<file path="src/rtl/missed_dose_reader.sv">
// Scans a window of pill-log RAM words, streams every missed-dose record out over valid/ready, and tallies misses per pill.
// Optional build macro MISS_COUNT_SAT_EN makes each 4-bit pill count saturate at 15 instead of wrapping.
module missed_dose_reader #(
  parameter logic [7:0] BASE_ADDR = 8'd0,
  parameter int         DEPTH     = 16
) (
  input  logic        clk,
  input  logic        resetN,
  input  logic        start,
  output logic [7:0]  ramAddress,
  input  logic [27:0] ramData,
  output logic        missValid,
  input  logic        missReady,
  output logic [27:0] missRecord,
  output logic [11:0] missCounts,
  output logic        busy,
  output logic        done
);

  typedef enum logic [2:0] {IDLE, ISSUE, WAIT, CHECK, PUSH, DONE} state_t;

  localparam logic [7:0] LAST_IDX = 8'(DEPTH - 1);

  state_t      state_q, state_d;
  logic [7:0]  index_q, index_d;
  logic [7:0]  addr_q, addr_d;
  logic        vld_q, vld_d;
  logic [27:0] rec_q, rec_d;
  logic [11:0] cnt_q, cnt_d;
  logic        busy_q, busy_d;
  logic        done_q, done_d;
  logic        advance;
  logic        is_miss;

  function automatic logic [3:0] bump(input logic [3:0] c);
`ifdef MISS_COUNT_SAT_EN
    return (c == 4'hF) ? c : c + 4'd1;
`else
    return c + 4'd1;
`endif
  endfunction

  assign is_miss = ramData[25] && !ramData[24] && (ramData[27:26] != 2'd0);

  always_comb begin
    state_d = state_q;
    index_d = index_q;
    addr_d  = addr_q;
    vld_d   = vld_q;
    rec_d   = rec_q;
    cnt_d   = cnt_q;
    done_d  = 1'b0;
    advance = 1'b0;

    case (state_q)
      IDLE: begin
        if (start) begin
          state_d = ISSUE;
          index_d = 8'd0;
          cnt_d   = 12'd0;
          addr_d  = BASE_ADDR;
        end
      end
      ISSUE: state_d = WAIT;
      WAIT:  state_d = CHECK;
      CHECK: begin
        if (is_miss) begin
          case (ramData[27:26])
            2'd1:    cnt_d[11:8] = bump(cnt_q[11:8]);
            2'd2:    cnt_d[7:4]  = bump(cnt_q[7:4]);
            2'd3:    cnt_d[3:0]  = bump(cnt_q[3:0]);
            default: cnt_d       = cnt_q;
          endcase
          rec_d   = ramData;
          vld_d   = 1'b1;
          state_d = PUSH;
        end else begin
          advance = 1'b1;
        end
      end
      PUSH: begin
        if (missReady) begin
          vld_d   = 1'b0;
          advance = 1'b1;
        end
      end
      DONE:    state_d = IDLE;
      default: state_d = IDLE;
    endcase

    // Address is loaded on the edge into ISSUE so RAM data lands exactly when CHECK samples it.
    if (advance) begin
      if (index_q == LAST_IDX) begin
        state_d = DONE;
        done_d  = 1'b1;
      end else begin
        index_d = index_q + 8'd1;
        addr_d  = BASE_ADDR + index_q + 8'd1;
        state_d = ISSUE;
      end
    end

    busy_d = (state_d != IDLE);
  end

  always_ff @(posedge clk or negedge resetN) begin
    if (!resetN) begin
      state_q <= IDLE;
      index_q <= 8'd0;
      addr_q  <= 8'd0;
      vld_q   <= 1'b0;
      rec_q   <= 28'd0;
      cnt_q   <= 12'd0;
      busy_q  <= 1'b0;
      done_q  <= 1'b0;
    end else begin
      state_q <= state_d;
      index_q <= index_d;
      addr_q  <= addr_d;
      vld_q   <= vld_d;
      rec_q   <= rec_d;
      cnt_q   <= cnt_d;
      busy_q  <= busy_d;
      done_q  <= done_d;
    end
  end

  assign ramAddress = addr_q;
  assign missValid  = vld_q;
  assign missRecord = rec_q;
  assign missCounts = cnt_q;
  assign busy       = busy_q;
  assign done       = done_q;

endmodule

</file>
<file path="config.mk">
export PLATFORM = sky130hd
export DESIGN_NAME = missed_dose_reader
export DESIGN_NICKNAME = d
export VERILOG_FILES = /design/src/rtl/missed_dose_reader.sv
export SDC_FILE = /design/constraint.sdc
export NUM_CORES = 1
export LEC_CHECK = 0
export BUFFER_PORTS_ARGS = -buffer_cell sky130_fd_sc_hd__buf_2
export CORE_AREA = 2 2 77 79
export DETAILED_ROUTE_END_ITERATION = 16
export DIE_AREA = 0 0 79 81
export PLACE_DENSITY = 0.76
export SLEW_MARGIN = 20
export SYNTH_ARGS = -nofsm -noshare
export SYNTH_HDL_FRONTEND = slang
export SYNTH_SLANG_ARGS = --single-unit
</file>
<file path="constraint.sdc">
create_clock -name clk -period 3 [get_ports clk]
set_input_delay 0.6 -clock clk [delete_from_list [all_inputs] [get_ports clk]]
set_output_delay 0.6 -clock clk [all_outputs]
set_load 0.005 [all_outputs]
</file>
=== Word level (Yosys, flattened, before mapping) ===
Index checks and enable logic that the tools add are counted.

* Reductions and logical operators: 13
* Equality and inequality tests: 14
* Add/subtract/negate cells: 4
* Muxes and demuxes: 27

{| class="wikitable"
|+ Operators by type and width
! cell !! number
|-
| two-way mux 8 bit || 8
|-
| two-way mux 12 bit || 2
|-
| case mux 12 bit (2 select lines) || 1
|-
| case mux 3 bit (5 select lines) || 1
|-
| adder 4 x 1 -> 4 bit (second input constant) || 3
|-
| two-way mux 3 bit || 4
|-
| two-way mux 4 bit || 3
|-
| AND reduction 4 bit || 3
|-
| adder 8 x 1 -> 8 bit (second input constant) || 1
|-
| == test 8 x 4 -> 1 bit (second input constant) || 1
|-
| != test 2 bit (second input constant) || 4
|-
| == test 3 x 2 -> 1 bit (second input constant) || 2
|-
| two-way mux 1 bit || 6
|-
| nonzero test 2 bit || 3
|-
| == test 2 bit (second input constant) || 2
|-
| != test 2 x 1 -> 1 bit (second input constant) || 2
|-
| case mux 1 bit (2 select lines) || 2
|-
| == test 3 x 1 -> 1 bit (second input constant) || 1
|-
| == test 3 bit (second input constant) || 1
|-
| logical NOT 3 bit || 1
|-
| AND reduction 3 bit || 1
|-
| nonzero test 3 bit || 1
|-
| == test 2 x 1 -> 1 bit (second input constant) || 1
|-
| logical AND 1 bit || 2
|-
| 2 further kinds || 2
|}

* Register bits after elaboration: 62
* Bits of input ports: 32

=== Longest topological paths before layout ===
Gate-level depths: netlist of run 1.

* Word-level depth: 7
* Mapped depth: 8
* Depth with buffers taken out: 6

=== Worst setup path after synthesis of run 1 ===
Ideal clock, no wire load.

* Path type: input-to-reg
* From: input ramData[27]
* To: register index_q[5]
* Path slack: 1197 ps
* Path buffers: 0
* Arrival time: 1721 ps
* Setup time: 83 ps
* Stages on the path: 5
* Data required time: 2917 ps
* Cells stage by stage: or2_1 -> and2_1 -> o21ai_2 -> mux2_2 -> o21ai_0

* Word-level cells in the longest chain between the ends: 5

{| class="wikitable"
|+ Ends and longest elaborated chain
! element !! line !! text
|-
| start, declared || 11 || <nowiki>input logic [27:0] ramData,</nowiki>
|-
| nonzero test 2 bit || 43 || <nowiki>assign is_miss = ramData[25] && !ramData[24] && (ramData[27:26] != 2'd0);</nowiki>
|-
| logical AND 1 bit || 43 ||
|-
| two-way mux 1 bit || 67 || <nowiki>if (is_miss) begin</nowiki>
|-
| case mux 1 bit (2 select lines) || 55 || <nowiki>case (state_q)</nowiki>
|-
| two-way mux 8 bit || 92 || <nowiki>if (advance) begin</nowiki>
|-
| net index_d[5] || 25 || <nowiki>logic [7:0] index_q, index_d;</nowiki>
|-
| end signal, assigned || 118 || <nowiki>index_q <= index_d;</nowiki>
|-
| end, declared || 25 ||
|}

The timed path passes the listed nets, and every way through them passes these cells.
A chain may end at the register's enable or synchronous reset.

=== Worst setup path in the final report of run 1 ===
* From: register state_q[2]
* To: register rec_q[20] (netlist: missRecord[20])

* Word-level cells in the longest chain between the ends: 2

{| class="wikitable"
|+ Ends and longest elaborated chain
! element !! line !! text
|-
| start, declared || 24 || <nowiki>state_t state_q, state_d;</nowiki>
|-
| start signal, assigned || 117 || <nowiki>state_q <= state_d;</nowiki>
|-
| == test 3 x 2 -> 1 bit || 55 ||
|-
| AND reduction 2 bit (no line) || -- ||
|-
| end signal, assigned || 121 || <nowiki>rec_q <= rec_d;</nowiki>
|-
| end, declared || 28 || <nowiki>logic [27:0] rec_q, rec_d;</nowiki>
|}

Every way passes these cells.

==> results of run 1 <==
==> area by class of cell <==
type | count | share of cell area (%)
multi-input combinational | 145 | 32.4
clock inverter | 6 | 1.80
inverter | 3 | 0.331
sequential | 62 | 45.7
timing repair buffer | 86 | 13.0
clock buffer | 10 | 4.05
tap | 75 | 2.76
==> cells in the mapped netlist (3+ instances only) <==
master	number
sky130_fd_sc_hd__dfrtp_1	62
sky130_fd_sc_hd__xor2_1	7
sky130_fd_sc_hd__buf_2	4
sky130_fd_sc_hd__a31o_2	5
sky130_fd_sc_hd__o21ai_0	8
sky130_fd_sc_hd__o2bb2ai_1	3
sky130_fd_sc_hd__and2_1	3
sky130_fd_sc_hd__mux2_2	25
sky130_fd_sc_hd__nand2_1	14
sky130_fd_sc_hd__ha_1	4
sky130_fd_sc_hd__and3_1	8
sky130_fd_sc_hd__a21oi_1	3
sky130_fd_sc_hd__xnor2_1	6
sky130_fd_sc_hd__a21o_1	6
sky130_fd_sc_hd__nand3_1	11
sky130_fd_sc_hd__inv_1	3
sky130_fd_sc_hd__nor2_1	13
==> power by group through the flow <==
| stage | logic [mW] | clock network [mW] | registers, mW |
|---|---|---|---|
| after floorplan | 0.639 | 0 | 1.30 |
| after global placement | 0.991 | 0 | 1.32 |
| after detailed placement | 1.03 | 0 | 1.33 |
| after CTS | 1.03 | 0.744 | 1.32 |
| after global routing | 1.12 | 0.780 | 1.36 |
| final | 1.01 | 0.724 | 1.32 |
==> stage by stage <==
| step | instances | util (%) | setup slack, ns |
|---|---|---|---|
| 2_1_floorplan | 217 | - | 1.20 |
| 3_3_place_gp | 371 | 56.3 | 0.777 |
| 3_5_place_dp | 371 | 56.3 | 0.736 |
| 4_1_cts | 387 | 59.9 | 0.992 |
| 5_1_grt | 387 | 59.9 | 0.904 |
| 6_report | 387 | 59.9 | 1.01 |
==> path summary, 6_finish.rpt <==
kind / start / to / slack (ns) / cells past startpoint
setup / recovery: state_q[2]$_DFF_PN0_ / missRecord[20]$_DFFE_PN0P_ / 1.01 / 3
hold / removal: resetN / missRecord[17]$_DFFE_PN0P_ / 0.21 / 1
setup reg to reg: state_q[2]$_DFF_PN0_ / missRecord[20]$_DFFE_PN0P_ / 1.01 / 3
hold reg to reg: missRecord[25]$_DFFE_PN0P_ / missRecord[25]$_DFFE_PN0P_ / 0.47 / 1
max in group asynchronous: resetN / ramAddress[6]$_DFF_PN0_ / 2.13 / 2
min in group clk: ramData[16] / missRecord[16]$_DFFE_PN0P_ / 0.47 / 2
==> worst register-to-register path: stages (launching register included) <==
cell	delay, ns
sky130_fd_sc_hd__dfrtp_1	0.49
sky130_fd_sc_hd__nand3b_2	0.38
sky130_fd_sc_hd__nor2_4	0.59
sky130_fd_sc_hd__mux2_2	0.42
==> cells by family after synthesis <==
| kind of cell | after synthesis |
|---|---|
| and+or+nand+nor | 65 |
| adders and majority gates | 4 |
| xor gates and xnor gates | 13 |
| muxes | 29 |
| AOI/OAI and AO/OA | 34 |
| buffers and inverters | 10 |
| DFF | 62 |
==> state kept, by name (all words and copies together) (netlist names) <==
| register | flops |
|---|---|
| missRecord | 28 |
| missCounts | 12 |
| index_q | 8 |
| ramAddress | 8 |
| state_q | 3 |
| busy | 1 |
| done | 1 |
| missValid | 1 |
==> layout by cell type (no fill, tap or decap), types with 2 or more instances in the layout <==
cell / instances
sky130_fd_sc_hd__a31o_2: 5
sky130_fd_sc_hd__o2bb2ai_1: 3
sky130_fd_sc_hd__a22o_1: 2
sky130_fd_sc_hd__a21oi_1: 3
sky130_fd_sc_hd__dfrtp_1: 62
sky130_fd_sc_hd__inv_1: 3
sky130_fd_sc_hd__clkinv_2: 3
sky130_fd_sc_hd__nand3b_1: 2
sky130_fd_sc_hd__nand3_1: 11
sky130_fd_sc_hd__xor2_1: 7
sky130_fd_sc_hd__buf_4: 4
sky130_fd_sc_hd__nor2b_1: 2
sky130_fd_sc_hd__ha_1: 4
sky130_fd_sc_hd__xnor2_1: 6
sky130_fd_sc_hd__buf_2: 82
sky130_fd_sc_hd__nand2b_1: 2
sky130_fd_sc_hd__nor2_1: 13
sky130_fd_sc_hd__mux2_2: 25
sky130_fd_sc_hd__nand2_1: 14
sky130_fd_sc_hd__and2_1: 3
sky130_fd_sc_hd__o21ai_0: 8
sky130_fd_sc_hd__and3_1: 8
sky130_fd_sc_hd__mux2_1: 2
sky130_fd_sc_hd__a21o_1: 6
sky130_fd_sc_hd__clkbuf_8: 10
==> metal layers <==
metal,routed length [um],global-route usage (%),vias up
met5,0,0,-
met4,159,11.0,0
met3,243,4.56,14
met2,2570,27.2,50
met1,2450,23.5,935
li1,-,-,944
==> implementation parameters, run 1 <==
Parameter                              Value

Die
  Starting utilization of the core area    a little under half
  Number of standard-cell rows in the floorplan    28
  Total die area    roughly 6400 sq um
  Core area    around 5700 sq um
  Die boundary width    about 79 um
  I/O pin count    83
  Vertical die dimension    between 80 and 90 um

STA
  Fmax    502 MHz
  Final Max Slew Viols    0
  Worst-Margin Slew    ~0.68 ns
  Final count of negative-setup-slack endpoints    0
  Final clock skew    about 0.012 ns
  Share of the cycle needed by the critical path after routing    between 60% and 70%
  Count of final hold-check violations    0
  Setup repair after global routing missed its margin    false
  Fin crit period    1.99 ns
  Post-route setup TNS    0 ns
  Relative slew slack    between 50% and 60%
  Hold slack final    0.206 ns

Global routing
  Leftover overflow at the end of global routing    0
  Global-route wire length before repair    between 8000 and 9000 um
  Total global routing track utilization    ~18%
  Initial antenna violation count    0
  Largest net degree at the start of global routing    26
  Via count of the first global-routing pass    roughly 1,800

Place
  Number of buffer cells added on primary ports    approximately 80
  Gp weighted congestion    0.775
  Final HPWL from detailed placement    between 3000 and 4000 um
  Total placed instance area    3200 sq um

Logic synthesis
  Largest family of logic cells by synthesized area    simple AND/OR/NAND/NOR gates
  Main synth FF type    sky130_fd_sc_hd__dfrtp_1
  Number of flops mapped to enable cells by yosys    0
  Flops & latches, synth    62
  Post-synthesis compound-gate area fraction    around a tenth
  Fraction of the mapped netlist area in simple logic gates    13.1%
  Number of standard cells after synthesis    roughly 220
  Fraction of post-synthesis cell area in the top cell type by area    about 57%
  Total nets after synthesis    253
  Post-Synth XOR/XNOR Area    under 10%
  Cell type with the largest total area after synthesis    sky130_fd_sc_hd__dfrtp_1
  Post-Synth Adder-Cell Area    around 1.8%
  Count of yosys warnings during synthesis    0
  Async SR Flop Fraction    100%
  Multiplexer area fraction after synthesis    about an eighth
  Synth area leaders    sky130_fd_sc_hd__dfrtp_1 (57%), sky130_fd_sc_hd__mux2_2 (10%), sky130_fd_sc_hd__xor2_1 (2.3%)
  Summed instance area of the synthesized netlist    2710 sq um
  Sequential element share of the synthesized area    between 50% and 60%
  Count of different cell masters after synthesis    43
  Mean Syn Cell Area    between 10 and 15 sq um

Clocking
  Post-CTS clock slew at the launch and capture registers of the worst setup and hold paths    0.07 ns
  Count of cells resized by post-cts repair    0
  Clock Path Buffers    2
  Total clock buffers created by CTS    9
  Clock tree from TritonCTS    built
  Quantity of hold-fixing buffers added after cts    0
  Clk Latency, worst-skew pair    ~0.34 ns
  # Post-CTS Setup Buffers    0
  CTS root buffer    sky130_fd_sc_hd__clkbuf_8
  Clock tree sinks    between 60 and 70
  Count of H-tree levels built during CTS    3

Route
  DRC violation count after routing    0
  Routed Antenna Nets    0
  DRC marker count from the first detailed-route iteration    between 150 and 200
  Vias per cell    approximately 5.0
  WL/cell    roughly 14 um
  Via Count    approximately 2,000
  Length of the first detailed-routing pass in iterations    4
  Total routed wirelength    around 5400 um

Power
  Lkg Pwr    approximately 1.7 nW
  Sequential fraction of design power    between 40% and 50%
  Fraction of power consumed by the clock network    between 20% and 30%
  Combinational fraction of design power    between 30% and 40%
  Total power per unit cell area    approximately 900 nW/um^2
  Sw Ratio    approximately 33%
  VDD IR max    about 0.5 mV
  Switching power summed over all nets    around 1 mW
  Total power consumption of the routed design    3.05 mW
  Internal Pwr Total    2.05 mW

Critical path
  Buffer and inverter count on the worst path    0
  CP Data Arrival Time    ~2.2 ns
  Delay-heaviest family, CP    simple AND/OR/NAND/NOR gates
  Slowest stage cell on the critical path    sky130_fd_sc_hd__nor2_4
  Critical Path Sink Type    flip-flop
  WP data required    approximately 3.2 ns
  Critical Path Start Type    flip-flop
  Crit-path max FO    25
  Critical Setup Path Class    flip-flop to flip-flop
  Stage delay of the slowest cell on the critical path    ~0.6 ns
  Crit path cell chain    nand3b_2 -> nor2_4 -> mux2_2

Final layout
  Register Area    1550 sq um
  Area of the multi-input gates    about 1100 sq um
  Synthesis-to-finish area growth    25.3%
  Post-route standard cell area excluding fillers    about 3400 sq um
  Nets    343
  Diodes inserted    0
  Total of fill cells in the finished design    about 510
  Share of post-route cells with drive strength above 1    approximately 46%

Min path
  Hold Path Class    primary input to asynchronous set/reset pin

Run status
  Result of the run    finished clean

Flow run
  Max Cap Viol    0
No activity file was read; power rests on OpenSTA's default activity.
==> inputs of run 2 (changes only) <==
- ABC_AREA: default -> 1
- CORE_AREA: 2 2 77 79 -> 2 2 78 80
- DIE_AREA: 0 0 79 81 -> 0 0 80 82
- clock period: 3 -> 1.89 ns (I/O delays scaled with it)
==> run 2 against run 1 <==
Against the previous run: count of clock-buffer cells in the layout grew 1; largest power group unchanged; core utilization grew 1.4 points; global-route usage grew 1.5 points; clock power grew 67%; worst hold slack lost 0.16 ns; highest routed layer unchanged; synthesized cell count grew 57%; die area grew 2.5%; sequential share of layout area shrank 1.6 points; register-to-register slack lost 0.72 ns; wire length grew 9.4%; setup slack lost 0.72 ns.
==> implementation parameters, run 2 <==
Parameter                              Value

Power
  Lkg Pwr    2.12 nW (+21%)
  Total power per unit cell area    1360 nW/um^2 (+51%)
  Total power consumption of the routed design    4.78 mW (+57%)
  VDD IR max    0.712 mV (+45%)

STA
  Final count of negative-setup-slack endpoints    0 (unchanged)
  Final Max Slew Viols    0 (unchanged)
  Relative slew slack    78.4% (+24 points)
  Final clock skew    0.00520 ns (-0.00660 ns)
  Post-route setup TNS    0 ns (unchanged)
  Worst-Margin Slew    0.324 ns (-0.356 ns)
  Count of final hold-check violations    0 (unchanged)
  Fin crit period    1.60 ns (-0.393 ns)
  Share of the cycle needed by the critical path after routing    84.7% (+18 points)
  Setup repair after global routing missed its margin    false
  Fmax    625 MHz (+25%)

Route
  WL/cell    11.6 um (-17%)
  DRC marker count from the first detailed-route iteration    157 (-4.8%)
  Routed Antenna Nets    0 (unchanged)
  DRC violation count after routing    0 (unchanged)
  Length of the first detailed-routing pass in iterations    4 (unchanged)
  Via Count    2,412 (+24%)
  Total routed wirelength    5930 um (+9.4%)
  Vias per cell    4.72 (-6.0%)

Clocking
  Count of cells resized by post-cts repair    0 (unchanged)
  # Post-CTS Setup Buffers    0 (unchanged)
  Total clock buffers created by CTS    9 (unchanged)
  Clock tree sinks    62 (unchanged)
  Count of H-tree levels built during CTS    3 (unchanged)
  Clock tree from TritonCTS    built
  Clk Latency, worst-skew pair    0.33 ns (about the same)
  Post-CTS clock slew at the launch and capture registers of the worst setup and hold paths    0.07 ns (about the same)
  Quantity of hold-fixing buffers added after cts    0 (unchanged)
  Clock Path Buffers    2 (unchanged)
  CTS root buffer    sky130_fd_sc_hd__clkbuf_8

Critical path
  Depth of the most critical reg-to-reg path    7 (+4)
  WP data required    2.16 ns (-1.05 ns)
  Critical Setup Path Class    flip-flop to flip-flop
  Launch point of the worst reg-to-reg path    state_q[0]$_DFF_PN0_
  Worst R2R End    missRecord[10]$_DFFE_PN0P_
  Critical Path Sink Type    flip-flop
  R2R Setup Slk    0.29 ns (-0.72 ns)
  CP Data Arrival Time    1.87 ns (-0.33 ns)
  Crit-path max FO    24 (-4.0%)
  Critical Path Start Type    flip-flop

Flow run
  Max Cap Viol    0 (unchanged)

Logic synthesis
  Top cells by count, synth    sky130_fd_sc_hd__nand2_1 (158), sky130_fd_sc_hd__dfrtp_1 (62), sky130_fd_sc_hd__nand3_1 (31)
  Cell type with the largest total area after synthesis    sky130_fd_sc_hd__dfrtp_1
  Main synth FF type    sky130_fd_sc_hd__dfrtp_1
  Mean Syn Cell Area    8.24 sq um (-34%)
  Summed instance area of the synthesized netlist    2800 sq um (+3.4%)
  Count of yosys warnings during synthesis    0 (unchanged)
  Total nets after synthesis    376 (+49%)
  Flops & latches, synth    62 (unchanged)
  Sequential element share of the synthesized area    55.4% (-1.9 points)
  Fraction of post-synthesis cell area in the top cell type by area    55.4% (-1.9 points)
  Number of standard cells after synthesis    340 (+57%)
  Synth area leaders    sky130_fd_sc_hd__dfrtp_1 (55%), sky130_fd_sc_hd__nand2_1 (21%), sky130_fd_sc_hd__nand3_1 (5.5%)
  Dominant cell by count in the synthesized netlist    sky130_fd_sc_hd__nand2_1
  Count of different cell masters after synthesis    23 (-47%)
  Async SR Flop Fraction    100% (unchanged)
  Number of flops mapped to enable cells by yosys    0 (unchanged)

Final layout
  Area of the multi-input gates    1100 sq um (unchanged)
  Post-route standard cell area excluding fillers    3520 sq um (+3.6%)
  Most common library cell in the layout ignoring fill and taps    sky130_fd_sc_hd__nand2_1
  Synthesis-to-finish area growth    25.6%
  Most frequent cells in the layout    sky130_fd_sc_hd__nand2_1 (158), sky130_fd_sc_hd__buf_2 (82), sky130_fd_sc_hd__dfrtp_1 (62)
  Number of standard cells in the layout, taps in and fillers out    511 (+32%)
  Register Area    1550 sq um (unchanged)
  Total of fill cells in the finished design    515 (+2.0%)
  Share of post-route cells with drive strength above 1    25.9% (-20 points)
  Largest register FFs    28 (unchanged)
  Nets    468 (+36%)
  Diodes inserted    0 (unchanged)

Global routing
  Initial antenna violation count    0 (unchanged)
  Leftover overflow at the end of global routing    0 (unchanged)
  Global-route wire length before repair    9910 um (+14%)
  Largest net degree at the start of global routing    63 (+140%)
  Total global routing track utilization    19.5% (+1.5 points)
  Via count of the first global-routing pass    2,349 (+29%)

Die
  Core area    5750 sq um (+1.2%)
  Starting utilization of the core area    48.8% (+1.0 points)
  Number of standard-cell rows in the floorplan    28 (unchanged)
  Die boundary width    80 um (+1.3%)
  Vertical die dimension    82 um (+1.2%)
  Total die area    6560 sq um (+2.5%)
  I/O pin count    83 (unchanged)

Place
  Gp weighted congestion    0.788 (+1.7%)
  Total placed instance area    3320 sq um (+3.7%)
  Final HPWL from detailed placement    4340 um (+10%)
  Placed instance count    496 (+34%)
  Number of buffer cells added on primary ports    82 (unchanged)

Min path
  Hold Path Class    primary input to asynchronous set/reset pin

Run status
  Result of the run    finished clean
-- run 2: worst max-delay path by stage --
stage / from / end / slack [ns] / cells after the start
floorplan: index_q[0]$_DFF_PN0_ / ramAddress[2]$_DFF_PN0_ / 0.55 / 8
global placement: ramData[24] / missRecord[12]$_DFFE_PN0P_ / 0.35 / 7
detailed placement: state_q[0]$_DFF_PN0_ / missRecord[10]$_DFFE_PN0P_ / 0.27 / 7
CTS: state_q[0]$_DFF_PN0_ / missRecord[1]$_DFFE_PN0P_ / 0.26 / 7
global route: state_q[0]$_DFF_PN0_ / missRecord[15]$_DFFE_PN0P_ / 0.13 / 7
finish: state_q[0]$_DFF_PN0_ / missRecord[10]$_DFFE_PN0P_ / 0.29 / 7
-- run 2: routing by layer --
metal	part of all wire (%)	GRT usage [%]
met5	0	0
met4	2.1	9.66
met3	5.9	4.07
met2	47	33.2
met1	45	23.6
-- run 2: logic make-up (layout without fill, tap and decap cells) --
family / Yosys count / in the layout / synth area share, %
AOI/OAI and AO/OA: 3 / 3 / 0.536
xor gates and xnor gates: 10 / 10 / 3.13
adders and majority gates: 4 / 4 / 1.79
buffers and inverters: 33 / 129 / 5.31
DFF: 62 / 62 / 55.4
and+or+nand+nor: 228 / 228 / 33.9
-- run 2: area by class of cell --
| cell class | count | area share, % |
|---|---|---|
| clock buffer | 11 | 3.73 |
| clock inverter | 4 | 2.06 |
| inverter | 25 | 2.67 |
| multi-input combinational | 245 | 31.3 |
| sequential | 62 | 44.1 |
| tap | 75 | 2.67 |
| timing repair buffer | 89 | 13.5 |
-- run 2: where the power goes --
part / total, mW / internal [mW] / switching [mW]
clock network: 1.21 / 0.734 / 0.480
registers: 2.01 / 1.75 / 0.268
logic: 1.55 / 0.644 / 0.909
total: 4.78 / 3.12 / 1.66
-- run 2: worst max-delay path, cell delays in order (launching register included) --
cell	delay, ns
sky130_fd_sc_hd__dfrtp_1	0.42
sky130_fd_sc_hd__nand2_1	0.11
sky130_fd_sc_hd__nor2_4	0.16
sky130_fd_sc_hd__nand3_2	0.24
sky130_fd_sc_hd__inv_2	0.17
sky130_fd_sc_hd__buf_4	0.27
sky130_fd_sc_hd__nand2_1	0.10
sky130_fd_sc_hd__nand2_1	0.07
-- run 2: metrics by stage --
step,util (%),hold slack (ns),setup WS [ns]
after global routing,61.3,0.0784,0.129
after detailed placement,57.7,0.415,0.272
after CTS,61.3,0.0521,0.260
after global placement,57.7,0.409,0.347
final,61.3,0.0503,0.289
after floorplan,-,0.0824,0.552
==> inputs of run 3 (changes only) <==
- clock period: 1.89 -> 1.65 ns (I/O delays scaled with it)
==> run 3 against run 2 <==
Against the previous run: the flow now finishes with violations (hold timing); sequential power up 15%; worst hold slack lost 0.054 ns; clock skew increased by 0.0031 ns; via count is the same; largest power group unchanged; first-iteration DRC count increased by 7.6%; power rose by 12%; non-clock buffer count unchanged; sequential share of layout area did not move; final area unchanged; setup slack worse by 0.10 ns; core utilization unchanged.
==> implementation parameters, run 3 (same netlist as run 2, synthesis figures left out) <==
Parameter                              Value

Run status
  Result of the run    complete, but fails checks
  Violations in the final reports    hold timing

STA
  Post-route setup TNS    0 ns (unchanged)
  Fmax    682 MHz (+9.3%)
  Final clock skew    0.00826 ns (+0.00306 ns)
  Setup repair after global routing missed its margin    false
  Count of final hold-check violations    4 (+4)
  Worst-Margin Slew    0.323 ns (-0.00102 ns)
  Fin crit period    1.47 ns (-0.136 ns)
  Final Max Slew Viols    0 (unchanged)
  Hold slack final    -0.00396 ns (-0.0542 ns)
  Relative slew slack    78.5% (about the same)
  Final count of negative-setup-slack endpoints    0 (unchanged)
  Share of the cycle needed by the critical path after routing    88.8% (+4.1 points)

Die
  I/O pin count    83 (unchanged)
  Number of standard-cell rows in the floorplan    28 (unchanged)
  Core area    5750 sq um (unchanged)
  Total die area    6560 sq um (unchanged)
  Vertical die dimension    82 um (unchanged)
  Starting utilization of the core area    48.8% (unchanged)
  Die boundary width    80 um (unchanged)

Critical path
  WP data required    1.92 ns (-0.24 ns)
  Crit-path max FO    13 (-46%)
  Critical Setup Path Class    flip-flop to flip-flop
  Critical Path Sink Type    flip-flop
  Critical Path Start Type    flip-flop
  CP Data Arrival Time    1.74 ns (-0.13 ns)

Power
  Total power consumption of the routed design    5.36 mW (+12%)
  Internal Pwr Total    3.46 mW (+11%)
  Combinational fraction of design power    33.3% (+0.8 points)
  Sequential fraction of design power    43.3% (+1.2 points)
  Switching power summed over all nets    1.90 mW (+14%)
  Fraction of power consumed by the clock network    23.4% (-2.0 points)
  Total power per unit cell area    1520 nW/um^2 (+12%)
  Lkg Pwr    2.11 nW (-0.18%)
  VDD IR max    0.819 mV (+15%)
  Sw Ratio    35.4% (+0.73 points)

Final layout
  Register Area    1550 sq um (unchanged)
  Largest register FFs    28 (unchanged)
  Diodes inserted    0 (unchanged)
  Area of the multi-input gates    1120 sq um (+1.4%)
  Nets    468 (unchanged)
  Synthesis-to-finish area growth    25.6% (unchanged)
  Most common library cell in the layout ignoring fill and taps    sky130_fd_sc_hd__nand2_1
  Share of post-route cells with drive strength above 1    26.0% (+0.12 points)
  Total of fill cells in the finished design    529 (+2.7%)
  Post-route standard cell area excluding fillers    3520 sq um (unchanged)
  Most frequent cells in the layout    sky130_fd_sc_hd__nand2_1 (158), sky130_fd_sc_hd__buf_2 (82), sky130_fd_sc_hd__dfrtp_1 (62)

Route
  Via Count    2,412 (unchanged)
  DRC marker count from the first detailed-route iteration    169 (+7.6%)
  Length of the first detailed-routing pass in iterations    4 (unchanged)
  WL/cell    11.6 um (about the same)
  Vias per cell    4.74 (+0.39%)
  Routed Antenna Nets    0 (unchanged)
  DRC violation count after routing    0 (unchanged)
  Total routed wirelength    5900 um (-0.40%)

Flow run
  Max Cap Viol    0 (unchanged)

Clocking
  Total clock buffers created by CTS    9 (unchanged)
  Clock tree from TritonCTS    built
  CTS root buffer    sky130_fd_sc_hd__clkbuf_8
  Clock Path Buffers    2 (unchanged)
  Post-CTS clock slew at the launch and capture registers of the worst setup and hold paths    0.06 ns (about the same)
  Clock tree sinks    62 (unchanged)
  Quantity of hold-fixing buffers added after cts    0 (unchanged)
  Count of H-tree levels built during CTS    3 (unchanged)
  Clk Latency, worst-skew pair    0.33 ns (about the same)

Global routing
  Global-route wire length before repair    10,000 um (+0.98%)
  Initial antenna violation count    0 (unchanged)
  Leftover overflow at the end of global routing    0 (unchanged)
  Total global routing track utilization    19.8% (+0.32 points)
  Largest net degree at the start of global routing    63 (unchanged)
  Via count of the first global-routing pass    2,293 (-2.4%)

Min path
  Hold Path Class    primary input to asynchronous set/reset pin

Place
  Gp weighted congestion    0.817 (+3.6%)
  Number of buffer cells added on primary ports    82 (unchanged)
  Total placed instance area    3330 sq um (+0.38%)
  Final HPWL from detailed placement    4160 um (-4.1%)
==> run 3: worst paths after layout <==
kind,end,slack [ns],cells after the start,startpoint
max reg2reg,index_q[1]$_DFF_PN0_,0.18,7,index_q[0]$_DFF_PN0_
max,index_q[1]$_DFF_PN0_,0.18,7,index_q[0]$_DFF_PN0_
max in group asynchronous,missRecord[19]$_DFFE_PN0P_,1.39,2,resetN
min reg2reg,missRecord[22]$_DFFE_PN0P_,0.47,2,missRecord[22]$_DFFE_PN0P_
min in group clk,missRecord[18]$_DFFE_PN0P_,0.19,3,ramData[18]
min,ramAddress[6]$_DFF_PN0_,-0.004,2,resetN
==> run 3: timing repair <==
action                     4_1_cts  5_1_grt
setup endpoints to repair        0        7
buffers inserted                 0        0
hold endpoints to repair         0        0
gates resized for setup          0        3
==> run 3: through the flow <==
stage / util (%) / cells / hold slack, ns / setup slack [ns]
5_1_grt: 61.3 / 509 / 0.0175 / 0.0328
3_5_place_dp: 57.9 / 496 / 0.370 / 0.137
3_3_place_gp: 57.9 / 496 / 0.363 / 0.180
2_1_floorplan: - / 340 / 0.0344 / 0.312
4_1_cts: 61.0 / 509 / 0.00246 / 0.115
6_report: 61.3 / 509 / -0.00396 / 0.185
==> run 3: critical path, cell delays in order (launching register included) <==
cell and delay (ns):
sky130_fd_sc_hd__dfrtp_1 0.38, sky130_fd_sc_hd__ha_1 0.18, sky130_fd_sc_hd__nand2_1 0.09, sky130_fd_sc_hd__nor2_2 0.17, sky130_fd_sc_hd__nand4_2 0.21, sky130_fd_sc_hd__nand2_4 0.21, sky130_fd_sc_hd__nand3_1 0.10, sky130_fd_sc_hd__nand2_1 0.06
==> run 3: area by class of cell <==
| class | instances | share of cell area (%) |
|---|---|---|
| Sequential cell | 62 | 44.1 |
| Multi-Input combinational cell | 245 | 31.7 |
| Timing Repair Buffer | 89 | 13.9 |
| Clock buffer | 11 | 4.02 |
| Inverter | 25 | 2.67 |
| Tap cell | 75 | 2.67 |
| Clock inverter | 2 | 0.995 |
==> run 3: metal layers <==
metal	global-route usage, %	routed length (um)	vias up
li1	-	-	1231
met1	25.4	2740	1105
met2	31.3	2750	72
met3	4.84	370	4
met4	10.3	47	0
met5	0	0	-
==> run 3: power groups by stage <==
stage,Clock (mW),Combinational [mW],Sequential [mW]
detailed placement,0,1.81,2.32
finish,1.25,1.79,2.32
global route,1.37,2.07,2.39
CTS,1.29,1.81,2.32
floorplan,0,1.04,2.34
global placement,0,1.74,2.32
